File: src/rtl/pipe_stall_ctrl.sv
// Pipeline stall/flush controller: load-use, branch, memory-wait and multiply/divide-wait handling.
// Optional stall cycle counter is enabled by defining STALL_CNT_EN.
module pipe_stall_ctrl #(
    parameter int CNT_W = 16
) (
    input  logic             clk,
    input  logic             rst,
    input  logic             lu_hazard,
    input  logic             br_taken,
    input  logic             mem_req,
    input  logic             mem_ready,
    input  logic             mdu_start,
    input  logic             mdu_done,
    output logic             stall_pc,
    output logic             stall_ifid,
    output logic             stall_idex,
    output logic             stall_exmem,
    output logic             flush_ifid,
    output logic             flush_idex,
    output logic             flush_exmem,
    output logic             bubble_memwb,
    output logic [1:0]       state,
    output logic [CNT_W-1:0] stall_cnt
);

    localparam logic [1:0] RUN      = 2'b00;
    localparam logic [1:0] MEM_WAIT = 2'b01;
    localparam logic [1:0] MDU_WAIT = 2'b10;

    logic [1:0] state_q;
    logic [1:0] state_d;
    logic       mdu_pend;
    logic       pend_d;
    logic       mem_miss;
    logic [7:0] ctrl;

    localparam logic [7:0] CTRL_MEM = 8'b1111_0001;
    localparam logic [7:0] CTRL_MDU = 8'b1110_0010;
    localparam logic [7:0] CTRL_BR  = 8'b0000_1100;
    localparam logic [7:0] CTRL_LU  = 8'b1100_0100;

    assign mem_miss = mem_req & ~mem_ready;

    always_comb begin
        ctrl    = 8'b0;
        state_d = RUN;
        pend_d  = mdu_pend;
        case (state_q)
            MEM_WAIT: begin
                // A completion seen during the miss is absorbed here so the exit skips MDU_WAIT.
                if (mdu_done) begin
                    pend_d = 1'b0;
                end
                if (!mem_ready) begin
                    ctrl    = CTRL_MEM;
                    state_d = MEM_WAIT;
                end else begin
                    state_d = pend_d ? MDU_WAIT : RUN;
                end
            end
            MDU_WAIT: begin
                if (mdu_done) begin
                    pend_d  = 1'b0;
                    state_d = RUN;
                end else if (mem_miss) begin
                    ctrl    = CTRL_MEM;
                    state_d = MEM_WAIT;
                end else begin
                    ctrl    = CTRL_MDU;
                    state_d = MDU_WAIT;
                end
            end
            default: begin
                if (mem_miss) begin
                    ctrl    = CTRL_MEM;
                    state_d = MEM_WAIT;
                end else if (mdu_start) begin
                    ctrl    = CTRL_MDU;
                    pend_d  = 1'b1;
                    state_d = MDU_WAIT;
                end else if (br_taken) begin
                    ctrl    = CTRL_BR;
                end else if (lu_hazard) begin
                    ctrl    = CTRL_LU;
                end
            end
        endcase
    end

    always_ff @(posedge clk or posedge rst) begin
        if (rst) begin
            state_q  <= RUN;
            mdu_pend <= 1'b0;
        end else begin
            state_q  <= state_d;
            mdu_pend <= pend_d;
        end
    end

    // Reset masks the combinational controls so nothing leaks out while rst is high.
    assign {stall_pc, stall_ifid, stall_idex, stall_exmem,
            flush_ifid, flush_idex, flush_exmem, bubble_memwb} = rst ? 8'b0 : ctrl;
    assign state = state_q;

`ifdef STALL_CNT_EN
    always_ff @(posedge clk or posedge rst) begin
        if (rst) begin
            stall_cnt <= '0;
        end else if (stall_pc && (stall_cnt != {CNT_W{1'b1}})) begin
            stall_cnt <= stall_cnt + 1'b1;
        end
    end
`else
    assign stall_cnt = '0;
`endif

endmodule

File: config.mk
export PLATFORM = sky130hd
export DESIGN_NAME = pipe_stall_ctrl
export DESIGN_NICKNAME = d
export VERILOG_FILES = /design/src/rtl/pipe_stall_ctrl.sv
export SDC_FILE = /design/constraint.sdc
export NUM_CORES = 1
export LEC_CHECK = 0
export CAP_MARGIN = 20
export CELL_PAD_IN_SITES_DETAIL_PLACEMENT = 1
export CELL_PAD_IN_SITES_GLOBAL_PLACEMENT = 1
export CORE_AREA = 2 2 49 51
export DETAILED_ROUTE_END_ITERATION = 12
export DIE_AREA = 0 0 51 53
export PLACE_DENSITY_LB_ADDON = 0.25
export SLEW_MARGIN = 20
export SYNTH_ARGS = -nofsm -noshare
export SYNTH_HDL_FRONTEND = slang
export SYNTH_SLANG_ARGS = --single-unit
File: constraint.sdc
create_clock -name clk -period 2 [get_ports clk]
set_input_delay 0.4 -clock clk [delete_from_list [all_inputs] [get_ports clk]]
set_output_delay 0.4 -clock clk [all_outputs]
set_load 0.02 [all_outputs]
==> flow_summary.toml, run 1 <==
[sta]
finClkSkew_ps = 7.40
finalCritPeriodShare_pct = 96.7
timing.final.ws_setup_ps = 66.0
hold_slack_ps = 500
drv_slew = 0
finalSetupViolCount = 0
rsz0062_at_grt = "true"
finalHoldViolCount = 0
finalCriticalPeriod_ps = 1930
fmax_mhz = 517

[route]
drtPass1Iterations = 2
wl_met1_um = 412
via_per_inst = 3.62
highest_layer = "met3"
drt_wl_total_mm = 1.07
drt_iter0_markers = 2
vias = 395
antenna_left = 0
wl_met2_um = 551
drc = 0
wire_per_inst_um = 9.80
dr_wl_met3_um = 104

[grt]
grt_max_degree = 6
grtUsageTotal_pct = 8.51
antenna_found_initial = 0
grt_pass1_wl_mm = 1.59
grt_pass1_vias = 362
globalRoute.totalOverflow = 0

[worst_setup_path]
critPathRequiredTime_ps = 1600
r2r-start = "state[0]"
reg2reg_slack_ps = 680
critPathArrivalTime_ps = 1530
crit_type = "register to output port"
worstPathMaxFanout = 2
critPathLaunchType = "register"
critPathLaunch = "state[0]"
cp-end-kind = "output port"
r2r_cells = 6

[die]
rows = 17
fp.dieH_um = 53
start_util_pct = 20.1
die_area_mm2 = 0.00270
ioPinCount = 34
core_area_mm2 = 0.00215
die_x_um = 51

[placement]
place_area_um2 = 627
routabilityCongestion = 0.712
dp_hpwl_um = 910
pre_cts_ws_ps = -437
io_buffers = 17

[synth]
synthesis.area_um2 = 432
yosysSeqAreaShare_pct = 17.4
syn_avg_cell_area_um2 = 7.85
synth_cell_types = 23
ys_seq_elements = 3
postSynthCellCount = 55
yosys_warnings = 0

[power_and_ir_drop]
powerDensity_mw_per_mm2 = 878
vdd_drop_max_uv = 400
leakage_nw = 0.358
finalPower_uw = 621

[layout]
fillers = 278
drive_gt1_share_pct = 42.0
final_net_count = 92
finish.utilization_pct = 33.0
fin_area_um2 = 708
antennaDiodeCount = 0
syn_to_final_growth_pct = 64.1

[run_status]
status = "complete, no violations"

[flow_run]
cap_violations = 0

[clock_tree]
h-tree-depth = 1
cts_hold_buf = 0
clk_path_buf_depth = 2
cts_made_buffers = 3
cts_root_buf = "clkbuf_4"
cts.sinks = 3
clock_latency_ps = 240
cts_tree = "built"
clk_pin_slew_worst_paths_ps = 40

[worst_hold_path]
min_path_type = "input port to async pin"
==> worst max-delay path, cell delays in order (launching register included) <==
cell     delay (ps)
dfrtp_1         390
buf_6           130
ha_4            150
nor2b_4         120
o31ai_2         180
buf_4           150
a21oi_2          40
buf_4           150
==> cell type report <==
class	instances	area, µm²	share of cell area, %
clock buffers	4	26.3	3.71
flip-flops and latches	3	75.1	10.6
well taps	28	35.0	4.95
inverters	6	25.0	3.53
multi-input cells	43	330	46.6
repair buffers	25	216	30.6
==> final timing paths <==
path,to
worst min register to register,mdu_pend
min in group clk,state[0]
max in group asynchronous,state[1]
worst max register to register,mdu_pend
worst min-delay path,mdu_pend
worst max-delay path,stall_ifid
==> cells in the final DEF, fill, tap and decap left out <==
| cell | netlist | layout |
|---|---|---|
| nand2b_1 | 3 | 3 |
| dlymetal6s2s_1 | 0 | 2 |
| and3_1 | 1 | 1 |
| clkbuf_4 | 0 | 3 |
| o31ai_2 | 0 | 1 |
| o211a_1 | 1 | 1 |
| buf_6 | 0 | 3 |
| o21ai_1 | 1 | 1 |
| inv_2 | 1 | 1 |
| and2_2 | 1 | 1 |
| a21oi_2 | 0 | 1 |
| a21oi_1 | 2 | 1 |
| nor3b_2 | 0 | 1 |
| buf_2 | 0 | 3 |
| inv_4 | 0 | 1 |
| clkdlybuf4s50_1 | 0 | 5 |
| conb_1 | 1 | 16 |
| nor3_4 | 1 | 1 |
| o211ai_1 | 2 | 2 |
| dlygate4sd2_1 | 0 | 2 |
| o31ai_1 | 2 | 1 |
| nand2_2 | 0 | 1 |
| dfrtp_1 | 3 | 3 |
| clkbuf_1 | 0 | 1 |
| o21ai_2 | 0 | 1 |
| nor2_1 | 3 | 3 |
| inv_1 | 5 | 4 |
| a21boi_0 | 1 | 1 |
| ha_4 | 0 | 2 |
| a211oi_4 | 0 | 1 |
| buf_4 | 18 | 10 |
| nor2b_4 | 0 | 3 |
==> routing by layer <==
metal,track usage [%],vias to the layer above
li1,-,198
met1,9.18,177
met2,13.9,20
met3,3.39,0
met4,5.41,0
met5,0,-
==> repair_timing <==
item	CTS	global route
gates cloned	0	0
setup endpoints to repair	8	8
pin swaps	2	3
gates resized for setup	45	12
buffers inserted	1	0
==> where the power goes <==
part / switching [mW] / internal, mW
Sequential: 0.0174 / 0.0810
Combinational: 0.221 / 0.194
Clock: 0.0333 / 0.0749
==> metrics by stage <==
stage / instances / setup TNS [ps]
2_1_floorplan: 70 / -9.60
5_1_grt: 109 / -65.8
3_3_place_gp: 104 / -3210
4_1_cts: 109 / -36.7
3_5_place_dp: 104 / -3220
6_report: 109 / 0
==> logic make-up after synthesis <==
group	after synthesis	synth area share, %
buffers and inverters	24	36.5
and+or+nand+nor	14	22.0
AOI/OAI and AO/OA	11	17.4
DFF	3	17.4
adders and majority gates	2	5.80
other	1	0.869
==> synth_stat cells, drive strengths merged <==
cell,instances,area (µm²)
a211oi,1,7.51
a21boi,1,7.51
a21oi,2,10.0
and2,1,7.51
and3,1,6.26
buf,18,135
conb,1,3.75
dfrtp,3,75.1
ha,2,25.0
inv,6,22.5
nand2,1,3.75
nand2b,3,18.8
nor2,3,11.3
nor2b,3,23.8
nor3,1,16.3
nor3b,1,7.51
o211a,1,10.0
o211ai,2,15.0
o21ai,2,10.0
o31ai,2,15.0
==> state kept, by name, indices dropped and copies added (netlist names) <==
name      cells
mdu_pend      1
state         2
No activity file was read; power rests on OpenSTA's default activity.
==> inputs of run 2 (changes only) <==
SLEW_MARGIN = not set   (was 20)
==> results of run 2 <==
Final layout, timing and power as in run 1 (identical DEF).
==> inputs of run 3 (changes only) <==
GPL_TIMING_DRIVEN = 0   (was not set)
==> flow_summary.toml, run 3 (synthesized netlist as in run 1, its figures left out) <==
[grt]
grt_max_degree = 7
globalRoute.totalOverflow = 0
antenna_found_initial = 0
grtUsageTotal_pct = 9.83
grt_pass1_wl_mm = 1.83
grt_pass1_vias = 435

[die]
die_x_um = 51
ioPinCount = 34
fp.dieH_um = 53
die_area_mm2 = 0.00270
rows = 17
start_util_pct = 20.1
core_area_mm2 = 0.00215

[power_and_ir_drop]
powerDensity_mw_per_mm2 = 823
clock_power_share_pct = 16.6
power_switching_share_pct = 42.8
pwr-share-comb_pct = 69.2
p_sw_uw = 291
pwr-share-seq_pct = 14.2
leakage_nw = 0.423
intPower_uw = 389
vdd_drop_max_uv = 402

[sta]
fmax_mhz = 499
rsz0062_at_grt = "true"
timing.final.ws_setup_ps = -2.76
finalCritPeriodShare_pct = 100
finalCriticalPeriod_ps = 2000
finalSetupViolCount = 1
drv_slew = 0
finalHoldViolCount = 0
finClkSkew_ps = 4.89

[worst_setup_path]
slowest_delay_ps = 400
cp-end-kind = "output port"
worstPathMaxFanout = 3
reg2reg_slack_ps = 710
crit_top_cell = "buf_6"
r2r-end = "mdu_pend"
critPathRequiredTime_ps = 1600
r2r-start = "state[1]"
cp_slowest_cell = "dfrtp_1"
critPathLaunchType = "register"
r2r_cells = 5
critPathArrivalTime_ps = 1600
path_cells = "ha_4 > nor2b_4 > buf_6 > o31ai_4 > a21oi_2 > buf_4 > buf_6"
crit_type = "register to output port"

[placement]
dpl.cell_count = 115
routabilityCongestion = 0.716
io_buffers = 17
place_area_um2 = 709
dp_hpwl_um = 940

[layout]
largest_reg_flops = 2
antennaDiodeCount = 0
fin_area_um2 = 826
fillers = 270
multi_input_area_um2 = 338
layout_common_cells = "24 x buf_4, 16 x conb_1, 6 x clkdlybuf4s50_1"
final_net_count = 107
syn_to_final_growth_pct = 91.3
regArea_um2 = 75.1
drive_gt1_share_pct = 53.1
layout_commonest_cell = "buf_4"
layout.cells.non_filler = 124

[clock_tree]
cts_made_buffers = 3
cts_hold_buf = 0
clk_path_buf_depth = 2
clk_pin_slew_worst_paths_ps = 40
cts_root_buf = "clkbuf_4"
cts.sinks = 3
cts_tree = "built"
h-tree-depth = 1
clock_latency_ps = 240

[run_status]
violations = "setup timing"
status = "finished with violations"

[route]
drt_wl_total_mm = 1.18
drtPass1Iterations = 3
drt_iter0_markers = 1
antenna_left = 0
via_per_inst = 3.68
wire_per_inst_um = 9.51
vias = 456
drc = 0

[flow_run]
cap_violations = 0

[worst_hold_path]
min_path_type = "input port to async pin"
-- run 3: changes by cell type in the layout (fill, tap and decap cells not counted), sizes merged --
cell	delta
dlygate4sd2	+1
clkdlybuf4s50	+1
dlymetal6s2s	-2
buf	+15
-- run 3: repair_timing --
item	4_1_cts	5_1_grt
pin swaps	3	3
resized for setup	48	12
endpoints found under the setup margin	8	8
buffers inserted	2	3
-- run 3: stage by stage --
step / TNS, ps / hold WS [ps] / utilization, % / power [mW] / setup slack, ps
after floorplan: -9.60 / 175 / - / 0.339 / -9.60
after global placement: -3960 / 548 / 33.0 / 0.459 / -575
after detailed placement: -4120 / 568 / 33.0 / 0.464 / -601
after CTS: -98.4 / 466 / 36.2 / 0.635 / -53.4
after global routing: -265 / 486 / 38.4 / 0.734 / -81.3
final: -2.76 / 469 / 38.4 / 0.680 / -2.76
-- run 3: power by group through the flow --
| stage | Combinational, mW | Clock [mW] | Sequential [mW] |
|---|---|---|---|
| global route | 0.507 | 0.128 | 0.0988 |
| CTS | 0.419 | 0.120 | 0.0962 |
| detailed placement | 0.369 | 0 | 0.0946 |
| finish | 0.471 | 0.113 | 0.0965 |
| global placement | 0.364 | 0 | 0.0946 |
| floorplan | 0.234 | 0 | 0.105 |
-- run 3: how the worst max path moves through the flow --
stage / from / endpoint / slack, ps / depth (start not counted)
2_1_floorplan: state[0] / stall_exmem / -10 / 6
3_3_place_gp: mem_ready / stall_pc / -570 / 6
3_5_place_dp: mem_ready / stall_pc / -600 / 6
4_1_cts: state[0] / stall_pc / -50 / 7
5_1_grt: state[1] / stall_pc / -80 / 7
6_report: state[1] / stall_pc / -3 / 7
-- run 3: layer usage --
layer / part of all wire, % / routed length (µm) / global-route usage (%) / vias up
met5: 0 / 0 / 0 / -
met4: 3.2 / 38 / 8.11 / 0
met3: 9.5 / 112 / 2.82 / 5
met2: 53 / 623 / 18.2 / 23
met1: 34 / 404 / 8.84 / 199
li1: - / - / - / 229
-- run 3: area by class of cell --
type,count,share of cell area [%]
multi-input cells,43,40.9
flip-flops and latches,3,9.09
well taps,28,4.24
repair buffers,22,23.2
plain buffers,18,16.4
inverters,6,3.03
clock buffers,4,3.18
-- run 3: critical path, delay by kind of cell (launching register included) --
| family | cells | cell delay (ps) |
|---|---|---|
| flip-flops | 1 | 400 |
| buffers and inverters | 3 | 380 |
| AO/OA/AOI/OAI | 2 | 280 |
| adder cells (fa/ha/maj) | 1 | 170 |
| AND/OR/NAND/NOR | 1 | 130 |
